File: src/rtl/image_row_assembler_pkg.sv
// Shared geometry of the binarised OCR image: row width, row count, word width
// and the row-counter type used by the assembler and the network input stage.
package image_row_assembler_pkg;

  localparam int ROWW   = 8;
  localparam int ROWS   = 8;
  localparam int IWIDTH = ROWS * ROWW;
  localparam int CNTW   = $clog2(ROWS);

  typedef logic [CNTW-1:0]   row_cnt_t;
  typedef logic [IWIDTH-1:0] image_t;

  localparam row_cnt_t ROW_FIRST = row_cnt_t'(0);
  localparam row_cnt_t ROW_LAST  = row_cnt_t'(ROWS - 1);

  // True when the counter points at the final row of an image.
  function automatic logic is_last_row(input row_cnt_t cnt);
    return (cnt == ROW_LAST);
  endfunction

endpackage

File: src/rtl/image_row_assembler.sv
// Assembles eight 8-bit pixel rows into a 64-bit image word held in a
// ping-pong pair of banks. The downstream 2:1 mux picks bank0/bank1 via rd_sel.
module image_row_assembler
  import image_row_assembler_pkg::*;
(
  input  logic              clk,
  input  logic              rst_n,
  input  logic              row_valid,
  output logic              row_ready,
  input  logic              row_sof,
  input  logic [ROWW-1:0]   row_data,
  output logic              img_valid,
  input  logic              img_ready,
  output logic [IWIDTH-1:0] bank0,
  output logic [IWIDTH-1:0] bank1,
  output logic              rd_sel,
  output logic              frame_err
);

  // State registers
  image_t   bank0_r;
  image_t   bank1_r;
  logic     wr_sel_r;
  logic     rd_sel_r;
  row_cnt_t row_cnt_r;
  logic [1:0] full_r;
  logic     frame_err_r;

  // Next-state and datapath signals
  logic       acc_s;
  logic       drop_s;
  logic       done_s;
  logic       cons_s;
  row_cnt_t   wr_idx_s;
  row_cnt_t   row_cnt_nxt_s;
  logic [1:0] full_nxt_s;
  logic       wr_sel_nxt_s;
  logic       rd_sel_nxt_s;
  image_t     wbank_cur_s;
  image_t     wbank_base_s;
  image_t     wbank_nxt_s;
  logic [ROWS-1:0] row_we_s;

  // Ready is forced low while reset is being sampled so no row is taken then.
  assign row_ready = rst_n & ~full_r[wr_sel_r];
  assign img_valid = full_r[rd_sel_r];
  assign bank0     = bank0_r;
  assign bank1     = bank1_r;
  assign rd_sel    = rd_sel_r;
  assign frame_err = frame_err_r;

  assign acc_s       = row_valid & row_ready;
  assign drop_s      = acc_s & row_sof & (row_cnt_r != ROW_FIRST);
  assign done_s      = acc_s & ~drop_s & is_last_row(row_cnt_r);
  assign cons_s      = img_valid & img_ready;
  assign wr_idx_s    = drop_s ? ROW_FIRST : row_cnt_r;
  assign wbank_cur_s = wr_sel_r ? bank1_r : bank0_r;

  // Starting point of the write bank: a resynchronising sof wipes stale rows.
  always_comb begin
    wbank_base_s = wbank_cur_s;
    if (drop_s) begin
      wbank_base_s = {IWIDTH{1'b0}};
    end else begin
      wbank_base_s = wbank_cur_s;
    end
  end

  // Per-row slice write enables; row 0 lands in the MSB byte.
  for (genvar g = 0; g < ROWS; g++) begin : g_row
    assign row_we_s[g] = acc_s & (wr_idx_s == row_cnt_t'(g));
    assign wbank_nxt_s[IWIDTH-1-ROWW*g -: ROWW] =
      row_we_s[g] ? row_data : wbank_base_s[IWIDTH-1-ROWW*g -: ROWW];
  end

  // Row counter, bank-full flags and ping-pong selects for the next cycle.
  always_comb begin
    row_cnt_nxt_s = row_cnt_r;
    full_nxt_s    = full_r;
    wr_sel_nxt_s  = wr_sel_r;
    rd_sel_nxt_s  = rd_sel_r;

    if (acc_s) begin
      if (drop_s) begin
        row_cnt_nxt_s = row_cnt_t'(1);
      end else if (done_s) begin
        row_cnt_nxt_s = ROW_FIRST;
      end else begin
        row_cnt_nxt_s = row_cnt_r + row_cnt_t'(1);
      end
    end else begin
      row_cnt_nxt_s = row_cnt_r;
    end

    // Consume and completion always address different banks, so both apply.
    if (cons_s) begin
      full_nxt_s[rd_sel_r] = 1'b0;
      rd_sel_nxt_s         = ~rd_sel_r;
    end else begin
      rd_sel_nxt_s = rd_sel_r;
    end

    if (done_s) begin
      full_nxt_s[wr_sel_r] = 1'b1;
      wr_sel_nxt_s         = ~wr_sel_r;
    end else begin
      wr_sel_nxt_s = wr_sel_r;
    end
  end

  // Control state register with synchronous active-low reset.
  always_ff @(posedge clk) begin
    if (!rst_n) begin
      row_cnt_r   <= ROW_FIRST;
      full_r      <= 2'b00;
      wr_sel_r    <= 1'b0;
      rd_sel_r    <= 1'b0;
      frame_err_r <= 1'b0;
    end else begin
      row_cnt_r   <= row_cnt_nxt_s;
      full_r      <= full_nxt_s;
      wr_sel_r    <= wr_sel_nxt_s;
      rd_sel_r    <= rd_sel_nxt_s;
      frame_err_r <= drop_s;
    end
  end

  // Image banks: only the write bank changes, and only on an accepted row.
  always_ff @(posedge clk) begin
    if (!rst_n) begin
      bank0_r <= {IWIDTH{1'b0}};
      bank1_r <= {IWIDTH{1'b0}};
    end else if (acc_s) begin
      if (wr_sel_r) begin
        bank1_r <= wbank_nxt_s;
      end else begin
        bank0_r <= wbank_nxt_s;
      end
    end else begin
      bank0_r <= bank0_r;
      bank1_r <= bank1_r;
    end
  end

endmodule

File: config.mk
export PLATFORM = sky130hd
export DESIGN_NAME = image_row_assembler
export DESIGN_NICKNAME = d
export VERILOG_FILES = /design/src/rtl/image_row_assembler_pkg.sv /design/src/rtl/image_row_assembler.sv
export SDC_FILE = /design/constraint.sdc
export NUM_CORES = 1
export LEC_CHECK = 0
export ABC_AREA = 1
export BUFFER_PORTS_ARGS = -buffer_cell sky130_fd_sc_hd__buf_2
export CORE_AREA = 2 2 97 170
export CTS_CLUSTER_SIZE = 14
export DETAILED_ROUTE_END_ITERATION = 8
export DIE_AREA = 0 0 99 172
export PLACE_DENSITY = 0.71
export SLEW_MARGIN = 10
export SYNTH_ARGS = -nofsm -noshare
export SYNTH_HDL_FRONTEND = slang
export SYNTH_SLANG_ARGS = --single-unit
File: constraint.sdc
create_clock -name clk -period 2.6 [get_ports clk]
set_input_delay 0.26 -clock clk [delete_from_list [all_inputs] [get_ports clk]]
set_output_delay 0.26 -clock clk [all_outputs]
set_load 0.005 [all_outputs]
==> flow_metrics.tcl <==
set metrics [dict create \
    status "finished, final reports clean" \
    cts_hold_buf 0 \
    ant_nets 0 \
    cp-start-kind "register" \
    netlist_instances 1283 \
    ys_seq_elements 136 \
    slew_headroom 0.484 \
    dpl_worst_slack_ns 0.378 \
    synth_warnings 0 \
    nets 1405 \
    synth_nets 1299 \
    p_per_area_nw_per_um2 557 \
    grtUsageMet3 0.0521 \
    totalWireLength_um 22300 \
    grt_antenna_before_repair 0 \
    drc 0 \
    grt.busiest_layer "met2" \
    cellLeakagePower_uw 0.00493 \
    areaGrowthSynthToFinish_pct 18.4 \
    drive_gt1_frac 0.159 \
    crit_arrival_ns 2.57 \
    synth-simple-area-share 0.359 \
    track_usage 0.262 \
    synth_area_um2 7690 \
    cts_tree "done" \
    yosysSeqAreaShare 0.354 \
    die_y_um 172 \
    avgSynthCellArea_um2 5.99 \
    cts-root-buf "clkbuf_16" \
    critPathMaxStageDelay_ns 0.51 \
    first_iter_violations 475 \
    numCtsBuffers 17 \
    cp_slowest_cell "dfxtp_4" \
    dr.pass1.iters 7 \
    vias 8034 \
    path_common_cell "nand2_1" \
    report.final.slew_viol_count 0 \
    layout_commonest_cell "nand2_1" \
    grt_pass1_wl_um 35800 \
    dp.cells 1559 \
    timing.setup.tns_ns 0 \
    final.min_clock_period_ns 2.21 \
    finalPower_uw 5070 \
    hold_viol_final 0 \
    cts_resized 0 \
    hold_class "in2reg" \
    layout.cells.non_filler 1591 \
    final_cell_mix "nand2_1, inv_1, nand3_1, buf_2, dfxtp_1" \
    ir_drop_mv 0.393 \
    layout_setup_ws_ns 0.393 \
    post-cts-setup-buffers 0 \
    die_w_um 99 \
    port_buffers 144 \
    dpl.hpwl_um 14600 \
    fmax_ghz 0.453 \
    cts_buffer_depth 2 \
    core_area_um2 15600 \
    synth_xor_area_frac 0 \
    num_rows 61 \
    wl_per_cell_um 14.0 \
    grt_pass1_vias 7360 \
    die_area_um2 17000 \
    worstPathCellList "inv_2, nand2_1, nand4_4, inv_2, nand3_4, nor2_2, nand2_1, nand3_1, nand2_1, inv_1" \
    grt_max_degree 79 \
    grt_use_met1 0.306 \
    fin_crit_sh 0.849 \
    gp_congestion 0.858 \
    setup-violations-final 0 \
    cap_violations 0 \
    clock-sinks 136 \
    synth_fa_ha_area_frac 0.00488 \
    path_buf_inv 3 \
    ys_types 25 \
    fin_skew_ns 0.0127 \
    clk_latency_ns 0.43 \
    path_clk_slew_ns 0.06 \
    cp-end-kind "register" \
    muxShareOfSynthArea 0 \
    cp_top_family "simple AND/OR/NAND/NOR gates" \
    use_met2 0.466 \
    htreeDepth 4 \
    num_io_pins 145 \
    synth_compound_area_frac 0.117 \
    worst_pin_slew_ns 0.774 \
    synth_top_family_by_area "simple AND/OR/NAND/NOR gates" \
    start_util 0.491 \
    grt_overflow 0 \
    cp_data_required_time_ns 2.96 \
    path_class "reg2reg" \
    drt-vias-per-instance 5.05 \
    antenna_cells 0 \
    cp_max_fo 28 \
    rsz0062_at_grt "false" \
]
## cells by family (layout without fill, tap and decap cells)
kind of cell,Yosys count,in the layout
adders and majority gates,3,3
AOI/OAI and AO/OA,164,164
DFF,136,136
buffers and inverters,323,442
and+or+nand+nor,657,657
## layer usage
metal	vias to the layer above	routed length, um
met2	234	11400
met1	3646	9020
met4	0	607
met3	46	1270
li1	4108	-
met5	-	0
## through the flow
stage / util / cell area [um^2] / hold slack (ns)
floorplan: - / 7690 / 0.424
global placement: 0.546 / 8540 / 0.468
detailed placement: 0.546 / 8540 / 0.470
CTS: 0.582 / 9100 / 0.131
global route: 0.582 / 9100 / 0.153
finish: 0.582 / 9100 / 0.139
## report_power, final
group          internal, uW  leakage [uW]  switching (uW)
clock network          1350      0.000274             978
registers              2150       0.00111            39.1
logic                   200       0.00355             351
## synth_stat cells
cell type	n	area [um^2]
inv_1	240	901
nand4_1	4	25.0
nand2_1	359	1350
nand3_4	3	52.6
ha_1	3	37.5
nor2_1	133	499
dfxtp_1	136	2720
o21ai_0	66	330
buf_6	2	22.5
nand2_2	3	18.8
buf_2	25	125
nand4_4	1	21.3
buf_4	2	15.0
clkbuf_1	39	146
nor2_2	7	43.8
nand3_2	1	10.0
o21ai_4	1	16.3
o21bai_1	24	180
nand3_1	144	721
a211oi_1	1	7.51
inv_2	5	18.8
a21oi_2	1	8.76
buf_1	10	37.5
a21oi_1	71	355
nand4_2	2	25.0
## final cells by class
cell class              count  area (um^2)
clock buffers              19          443
repair buffers            165          928
flip-flops and latches    136         2730
multi-input cells         824         3720
clock inverters            13          121
well taps                 189          236
inverters                 245          922
fillers                  1563         6550
## worst min-delay path, stage by stage
cell and delay (ns):
buf_2 0.12, nand2_1 0.08, a21oi_1 0.06
## flip-flops by register name, indices dropped and copies added, names as in the netlist
register and count:
bank1 64, full_r 2, rd_sel 1, bank0 64
wr_sel_r 1, row_cnt_r 3, frame_err 1
## final timing paths
| kind | startpoint | to | slack, ns | depth (start not counted) |
|---|---|---|---|---|
| max | wr_sel_r$_SDFFE_PN0P_ | bank1[15]$_SDFFE_PN0P_ | 0.39 | 10 |
| min | img_ready | rd_sel$_SDFFE_PN0P_ | 0.14 | 3 |
| max reg2reg | wr_sel_r$_SDFFE_PN0P_ | bank1[15]$_SDFFE_PN0P_ | 0.39 | 10 |
| min reg2reg | full_r[0]$_SDFF_PN0_ | full_r[0]$_SDFF_PN0_ | 0.48 | 2 |
Note: power is estimated with default switching activity, not from simulation.
